**src/rtl/rx_word_align_ctrl.sv**
```systemverilog
// rx_word_align_ctrl: pulls serial bits from the FIFO read port, hunts for the
// K28.5 comma to fix the 10-bit word boundary, emits aligned symbols and
// tracks link quality (ALIGN -> LOCKED on repeated commas, back to HUNT on
// accumulated code errors).
module rx_word_align_ctrl #(
  parameter int LOCK_COMMAS = 3,
  parameter int LOSS_ERRS   = 4,
  parameter int GOOD_RUN    = 16
) (
  input  logic                               i_Rclk,
  input  logic                               i_Rrst_n,
  input  logic                               i_Enable,
  input  logic                               i_empty,
  output logic                               o_R_en,
  input  logic                               i_FIFO_Out,
  output logic [9:0]                         o_Sym,
  output logic                               o_Sym_Valid,
  output logic                               o_Is_Comma,
  output logic                               o_Code_Err,
  output logic                               o_Locked,
  output logic [1:0]                         o_State,
  output logic [$clog2(LOSS_ERRS+1)-1:0]     o_Err_Cnt
);

  localparam int EW = $clog2(LOSS_ERRS+1);
  localparam int CW = $clog2(LOCK_COMMAS+1);
  localparam int GW = $clog2(GOOD_RUN+1);

  localparam logic [1:0] ST_HUNT   = 2'd0;
  localparam logic [1:0] ST_ALIGN  = 2'd1;
  localparam logic [1:0] ST_LOCKED = 2'd2;

  logic [1:0]    state;
  logic          bit_vld;
  logic [9:0]    win;
  logic [3:0]    bit_cnt;
  logic [CW-1:0] comma_cnt;
  logic [EW-1:0] err_cnt;
  logic [GW-1:0] good_run;
  logic          pend_off;

  logic [9:0]    win_nx;
  logic          is_comma;
  logic [3:0]    ones;
  logic          ones_err;
  logic          boundary;
  logic          sym_err;

  assign o_R_en   = i_Enable & ~i_empty;
  // Window as it will look once the incoming bit is shifted in; all
  // decisions are made on this so the symbol is emitted at the shift edge.
  assign win_nx   = {win[8:0], i_FIFO_Out};
  assign is_comma = (win_nx == 10'b0011111010) || (win_nx == 10'b1100000101);
  assign ones_err = (ones < 4'd4) || (ones > 4'd6);
  assign boundary = (bit_cnt == 4'd9);
  // A pending off-boundary comma and a disparity error collapse into one error.
  assign sym_err  = ones_err | pend_off;

  assign o_State   = state;
  assign o_Locked  = (state == ST_LOCKED);
  assign o_Err_Cnt = err_cnt;

  // Ones count of the candidate symbol for the 4..6 balance check.
  always_comb begin
    ones = 4'd0;
    for (int i = 0; i < 10; i++) ones = ones + {3'd0, win_nx[i]};
  end

  // Bit capture, boundary tracking, sync state machine and symbol outputs.
  always_ff @(posedge i_Rclk or negedge i_Rrst_n) begin
    if (!i_Rrst_n) begin
      state       <= ST_HUNT;
      bit_vld     <= 1'b0;
      win         <= '0;
      bit_cnt     <= '0;
      comma_cnt   <= '0;
      err_cnt     <= '0;
      good_run    <= '0;
      pend_off    <= 1'b0;
      o_Sym       <= '0;
      o_Sym_Valid <= 1'b0;
      o_Is_Comma  <= 1'b0;
      o_Code_Err  <= 1'b0;
    end else if (!i_Enable) begin
      // Idle: drop any partial symbol and restart the hunt from scratch.
      state       <= ST_HUNT;
      bit_vld     <= 1'b0;
      win         <= '0;
      bit_cnt     <= '0;
      comma_cnt   <= '0;
      err_cnt     <= '0;
      good_run    <= '0;
      pend_off    <= 1'b0;
      o_Sym_Valid <= 1'b0;
    end else begin
      bit_vld     <= o_R_en;
      o_Sym_Valid <= 1'b0;
      if (bit_vld) begin
        win     <= win_nx;
        bit_cnt <= boundary ? 4'd0 : bit_cnt + 4'd1;
        case (state)
          ST_HUNT: begin
            if (is_comma) begin
              o_Sym       <= win_nx;
              o_Sym_Valid <= 1'b1;
              o_Is_Comma  <= 1'b1;
              o_Code_Err  <= 1'b0;
              bit_cnt     <= 4'd0;
              comma_cnt   <= CW'(1);
              err_cnt     <= '0;
              good_run    <= '0;
              pend_off    <= 1'b0;
              state       <= (LOCK_COMMAS <= 1) ? ST_LOCKED : ST_ALIGN;
            end
          end
          ST_ALIGN: begin
            if (boundary) begin
              o_Sym       <= win_nx;
              o_Sym_Valid <= 1'b1;
              o_Is_Comma  <= is_comma;
              o_Code_Err  <= ones_err;
              if (ones_err) begin
                state     <= ST_HUNT;
                comma_cnt <= '0;
              end else if (is_comma) begin
                if (int'(comma_cnt) < LOCK_COMMAS) comma_cnt <= comma_cnt + CW'(1);
                if (int'(comma_cnt) + 1 >= LOCK_COMMAS) begin
                  state    <= ST_LOCKED;
                  err_cnt  <= '0;
                  good_run <= '0;
                  pend_off <= 1'b0;
                end
              end
            end
          end
          ST_LOCKED: begin
            if (boundary) begin
              o_Sym       <= win_nx;
              o_Sym_Valid <= 1'b1;
              o_Is_Comma  <= is_comma;
              o_Code_Err  <= sym_err;
              pend_off    <= 1'b0;
              if (sym_err) begin
                good_run <= '0;
                if (int'(err_cnt) + 1 >= LOSS_ERRS) begin
                  state     <= ST_HUNT;
                  err_cnt   <= '0;
                  comma_cnt <= '0;
                end else begin
                  err_cnt <= err_cnt + EW'(1);
                end
              end else if (int'(good_run) + 1 >= GOOD_RUN) begin
                good_run <= '0;
                if (err_cnt != '0) err_cnt <= err_cnt - EW'(1);
              end else begin
                good_run <= good_run + GW'(1);
              end
            end else if (is_comma) begin
              // Comma at the wrong phase: charge it to the symbol in progress.
              pend_off <= 1'b1;
            end
          end
          default: state <= ST_HUNT;
        endcase
      end
    end
  end

endmodule

```
**config.mk**
```make
export PLATFORM = sky130hd
export DESIGN_NAME = rx_word_align_ctrl
export DESIGN_NICKNAME = d
export VERILOG_FILES = /design/src/rtl/rx_word_align_ctrl.sv
export SDC_FILE = /design/constraint.sdc
export NUM_CORES = 1
export LEC_CHECK = 0
export ABC_AREA = 1
export CAP_MARGIN = 20
export CORE_ASPECT_RATIO = 0.9
export CORE_UTILIZATION = 55
export DETAILED_ROUTE_END_ITERATION = 10
export PLACE_DENSITY_LB_ADDON = 0.15
export SETUP_SLACK_MARGIN = 0.5
export SKIP_LAST_GASP = 1
export SLEW_MARGIN = 15
export SYNTH_ARGS = -nofsm -noshare
export SYNTH_HDL_FRONTEND = slang
export SYNTH_SLANG_ARGS = --single-unit
```
**constraint.sdc**
```tcl
create_clock -name i_Rclk -period 4.7 [get_ports i_Rclk]
set_input_delay 0.94 -clock i_Rclk [delete_from_list [all_inputs] [get_ports i_Rclk]]
set_output_delay 0.94 -clock i_Rclk [all_outputs]
set_load 0.03 [all_outputs]
```
==> results.cfg, run 1 <==
[power_and_ir_drop]
max-vdd-ir-drop_mv = 0.1567
p_leak_nw = 1.510
p_total_w = 0.0009319
powerDensity_nw_per_um2 = 302.9

[die]
start_util_pct = 58.42
rows = 23
dieArea_um2 = 5112
fp.dieW_um = 75.26
core-area_um2 = 4547
io_pins = 25
fp.dieH_um = 67.93

[place]
port_buffers = 24
hpwl_mm = 4.009
place_ws_ns = -0.09839
gp_congestion = 0.8871

[logic_synthesis]
synth_top_cell_by_area = dfrtp_1
synth_edf_count = 0
ys_ff_latch = 40
synthDominantCellAreaShare_pct = 37.68
yosys_warnings = 0
synthTopCellsByCount = nand2_1, inv_1, dfrtp_1
syn-instance-count = 322
synth.most_common_cell = nand2_1
avgSynthCellArea_um2 = 8.249
synth_fp_nets = 349
ys_types = 28
ys.flop_type = dfrtp_1
seq_area_frac_synth_pct = 37.68
async_flop_share_pct = 100.0
yosys-top-cells-area = dfrtp_1, nand2_1, ha_1, inv_1, fa_1
synth.cell_area_um2 = 2656

[cts]
cts_root_buf = clkbuf_8
cts_buffer_depth = 2
clk_pin_slew_worst_paths_ns = 0.08
htreeDepth = 2
clk_latency_ns = 0.29
clock_sink_count = 40
cts_tree = yes
cts_buffers = 5

[final_layout]
area_growth_pct = 15.83
fin_nets = 383
multi_input_area_um2 = 1430
seq_area_um2 = 1001
fillCellCount = 386
drive_above_1_share_pct = 17.93
diodes = 0
fin_util_pct = 67.67

[setup_path]
endpoint_kind = flip-flop
crit_type = in2reg
arrival_ns = 4.13
path_max_fanout = 5
cp.required_ns = 4.89
startpoint_type = input port

[global_routing]
grt_first_pass_wirelength_mm = 9.045
grt_start_max_net_pins = 41
grt_usage_pct = 24.03
grt_pass1_vias = 1993
antenna_found_initial = 0
overflow = 0

[sta]
slew_violations = 0
fmaxAchievable_ghz = 0.2536
report.final.hold_viol_count = 0
slew_headroom_pct = 40.45
final-setup-viol-count = 0
period_needed_ns = 3.943
worst_slack_ns = 0.7570
fin_worst_skew_ns = 0.006166
setup_tns_ns = 0
min_period_over_period_pct = 83.89
rsz0062_at_grt = no
worst_pin_slew_ns = 0.8932

[routing]
vias = 2128
ant_nets = 0
drt-initial-drc-count = 181
first_pass_iters = 4
wire_per_inst_um = 12.71
drc = 0
wl_mm = 5.324
vias_per_cell = 5.079

[worst_hold_path]
hp-class = reg2reg

[flow_run]
max_cap_violations = 0

[status]
status = complete, no violations
-- sequential cells by signal, indices dropped and copies added (netlist names) --
register	cells
o_Sym_Valid	1
comma_cnt	2
o_Code_Err	1
bit_vld	1
o_Sym	10
o_State	2
win	9
o_Is_Comma	1
pend_off	1
good_run	5
bit_cnt	4
o_Err_Cnt	3
-- cells in the final DEF, fill, tap and decap left out, types with 6 or more instances in the layout --
cell	count
buf_4	7
clkdlybuf4s50_1	22
dfrtp_1	40
fa_1	6
ha_1	16
inv_1	42
inv_2	9
nand2_1	75
nand2_2	10
nand3_1	23
nand4_1	9
nor2_1	28
nor2_2	7
o21ai_0	7
o21ai_2	10
o22ai_1	10
-- logic make-up (layout without fill, tap and decap cells) --
group                    Yosys count  in the layout  synth area share (%)
buffers and inverters             56             91                 8.950
AO/OA/AOI/OAI                     35             35                 9.185
XOR/XNOR                           5              5                 1.649
AND/OR/NAND/NOR                  164            164                 30.48
adder cells (fa/ha/maj)           22             22                 12.06
flip-flops                        40             40                 37.68
-- worst max-delay path, stage by stage --
cell and delay (ns):
clkbuf_2 0.11, inv_2 0.05, fa_1 0.55, fa_1 0.44, fa_1 0.49, inv_1 0.04
ha_1 0.20, fa_1 0.49, nand2_1 0.05, nand2_1 0.07, inv_2 0.06, nand4_1 0.16
nand2_1 0.10, nor2_2 0.15, nand3_1 0.11, nand2_1 0.08, nand2_1 0.05
-- repair_timing --
action | CTS | global route
gates resized for setup | 6 | 5
hold buffers | 0 | 0
setup buffers | 2 | 1
endpoints found under the setup margin | 14 | 13
pin swaps | 3 | 4
-- layer usage --
layer	global-route usage [%]	wire, µm	up-vias
met2	38.29	2377	55
met5	0	0	-
li1	-	-	1098
met1	33.90	2606	968
met3	3.976	276	7
met4	6.944	64	0
-- through the flow --
step	instances	cell area [µm²]	hold WS, ns
after global placement	408	2962	0.4655
after global routing	419	3077	0.5063
final	419	3077	0.4739
after CTS	418	3065	0.4807
after floorplan	322	2656	0.4417
after detailed placement	408	2962	0.4613
-- where the power goes --
part | internal [W] | total [W] | switching [W]
clock network | 0.000106 | 0.000230 | 0.000124
logic | 0.000110 | 0.000311 | 0.000201
registers | 0.000370 | 0.000390 | 0.0000202
-- path summary, 6_finish.rpt --
check	start	to	slack, ns	depth (start not counted)
setup / recovery	i_FIFO_Out	comma_cnt[1]	0.76	17
hold / removal	pend_off	pend_off	0.47	2
setup reg to reg	win[4]	comma_cnt[1]	1.03	16
hold reg to reg	pend_off	pend_off	0.47	2
max in group asynchronous	i_Rrst_n	o_Sym[1]	3.38	1
min in group asynchronous	i_Rrst_n	o_Sym[7]	0.77	1
-- area by class of cell --
cell class / instances / share of cell area (%)
Tap cell: 62 / 2.521
Inverter: 52 / 6.507
Multi-Input combinational cell: 226 / 46.48
Timing Repair Buffer: 31 / 9.191
Clock buffer: 7 / 2.481
Clock inverter: 1 / 0.2847
Sequential cell: 40 / 32.53
Note: power is estimated with default switching activity, not from simulation.
==> run 2, diff against run 1 <==
CORE_UTILIZATION = 52   (was 55)
clock period = 3.57 ns   (was 4.7 ns; I/O delays follow)
==> run 2 against run 1 <==
The flow now finishes with violations (setup timing). Final cell count is 4.3% higher. Sequential power is 32% higher. Clock power is 30% higher. Via count is 4.5% higher. Register-to-register slack worse by 1.2 ns. Core utilization is 0.70 points higher. Count of clock-buffer cells in the layout is 2 lower. Sequential cell count stayed put.
==> results.cfg, run 2 (same netlist as run 1, synthesis figures left out) <==
[place]
gp_congestion = 0.8590
port_buffers = 24
hpwl_mm = 4.103
dp.cells = 419
place_ws_ns = -0.8589

[setup_path]
crit_type = in2reg
endpoint_kind = flip-flop
cp.required_ns = 3.80
path_max_fanout = 6
startpoint_type = input port
reg2reg_from = win[4]
crit_start = i_FIFO_Out
arrival_ns = 4.01

[routing]
drc = 0
drt-initial-drc-count = 118
wl_mm = 5.774
vias_per_cell = 5.089
wire_per_inst_um = 13.21
ant_nets = 0
vias = 2224
first_pass_iters = 4

[final_layout]
fin_util_pct = 68.36
drive_above_1_share_pct = 27.42
largest_reg_flops = 10
area_growth_pct = 25.20
stdcell_count = 437
final_common_cell = nand2_1
reg.largest.list = o_Sym x10, win x9, good_run x5
final_cell_mix = nand2_1, inv_1, dfrtp_1
fin_nets = 398
regMostFlops = o_Sym
fillCellCount = 401
diodes = 0

[sta]
worst_pin_slew_ns = 0.8885
min_period_over_period_pct = 105.7
rsz0062_at_grt = yes
fin_worst_skew_ns = 0.007082
slew_headroom_pct = 40.77
slew_violations = 0
worst_slack_ns = -0.2040
final-setup-viol-count = 14
report.final.hold_viol_count = 0
fmaxAchievable_ghz = 0.2650
period_needed_ns = 3.774

[global_routing]
overflow = 0
antenna_found_initial = 0
grt_usage_pct = 23.33
grt_first_pass_wirelength_mm = 9.735
grt_pass1_vias = 2092
grt_start_max_net_pins = 41

[power_and_ir_drop]
p_leak_nw = 1.610
powerDensity_nw_per_um2 = 387.8
max-vdd-ir-drop_mv = 0.2497

[cts]
htreeDepth = 2
cts_buffer_depth = 2
ctsHoldBuffers = 0
clk_pin_slew_worst_paths_ns = 0.08
cts_buffers = 5
clk_latency_ns = 0.30
cts_tree = yes
cts_root_buf = clkbuf_8
clock_sink_count = 40

[die]
fp.dieH_um = 69.81
dieArea_um2 = 5399
io_pins = 25
core-area_um2 = 4865
fp.dieW_um = 77.34
rows = 24
start_util_pct = 54.60

[worst_hold_path]
hp-class = reg2reg
holdCritStartpoint = o_Sym[5]

[status]
status = complete, but fails checks
violations = setup timing

[flow_run]
max_cap_violations = 0
## run 2: cell types whose count changed in the layout (fill, tap and decap cells not counted), moves of 3 or more
cell     delta
buf_4      +11
nand2_2     +4
nand3_2     +9
nand2_1     -5
nand3_1     -9
nor2_1      -3
buf_6       +5
## run 2: what timing repair did
action / in CTS / in global routing
setup buffers: 7 / 3
pin swaps: 21 / 17
endpoints found under the setup margin: 15 / 14
resized for setup: 19 / 18
## run 2: cell type report
| cell class | count | area [µm²] | share of cell area (%) |
|---|---|---|---|
| repair buffers | 46 | 415.4 | 12.49 |
| clock inverters | 3 | 18.77 | 0.5643 |
| well taps | 65 | 81.33 | 2.445 |
| inverters | 52 | 212.7 | 6.396 |
| multi-input cells | 226 | 1528 | 45.94 |
| clock buffers | 5 | 68.82 | 2.069 |
| flip-flops and latches | 40 | 1001 | 30.10 |
## run 2: where the power goes
part	total, W	switching (W)	internal (W)
Sequential	0.000516	0.0000285	0.000487
Clock	0.000298	0.000162	0.000136
Combinational	0.000476	0.000294	0.000182
Total	0.00129	0.000485	0.000805
## run 2: worst paths after layout
| kind | to | slack (ns) | depth (start not counted) |
|---|---|---|---|
| max | good_run[1] | -0.20 | 19 |
| min | o_Sym[5] | 0.49 | 2 |
| max reg2reg | good_run[1] | -0.12 | 17 |
| min reg2reg | o_Sym[5] | 0.49 | 2 |
| max in group asynchronous | o_State[0] | 2.48 | 1 |
| min in group asynchronous | o_Sym[4] | 0.53 | 1 |
## run 2: worst max-delay path, cell delays in order
cell	delay [ns]
buf_6	0.07
buf_6	0.12
inv_12	0.03
fa_1	0.49
fa_1	0.44
fa_1	0.55
inv_1	0.04
ha_2	0.17
fa_1	0.44
nand2_1	0.08
nand2_1	0.06
inv_2	0.10
nand3_2	0.09
nand2_4	0.09
nand3_4	0.09
nor2_8	0.13
buf_6	0.14
nand3_2	0.08
nand2_2	0.08
## run 2: stage by stage
step                      instance area, µm²  hold slack (ns)  TNS [ns]  total power (W)
after floorplan                         2679           0.4184   -0.2639        0.0008059
after global placement                  3048           0.4616    -10.62        0.0009246
after detailed placement                3048           0.4697    -11.21        0.0009314
after CTS                               3236           0.4899    -3.103         0.001264
after global routing                    3326           0.5196    -4.258         0.001362
final                                   3326           0.4867    -2.252         0.001290
## run 2: per-layer routing
metal	up-vias	GRT usage (%)	part of all wire, %
met1	1044	33.33	47
li1	1119	-	-
met2	54	36.87	48
met3	7	3.553	4.7
met5	-	0	0
met4	0	6.289	1.1
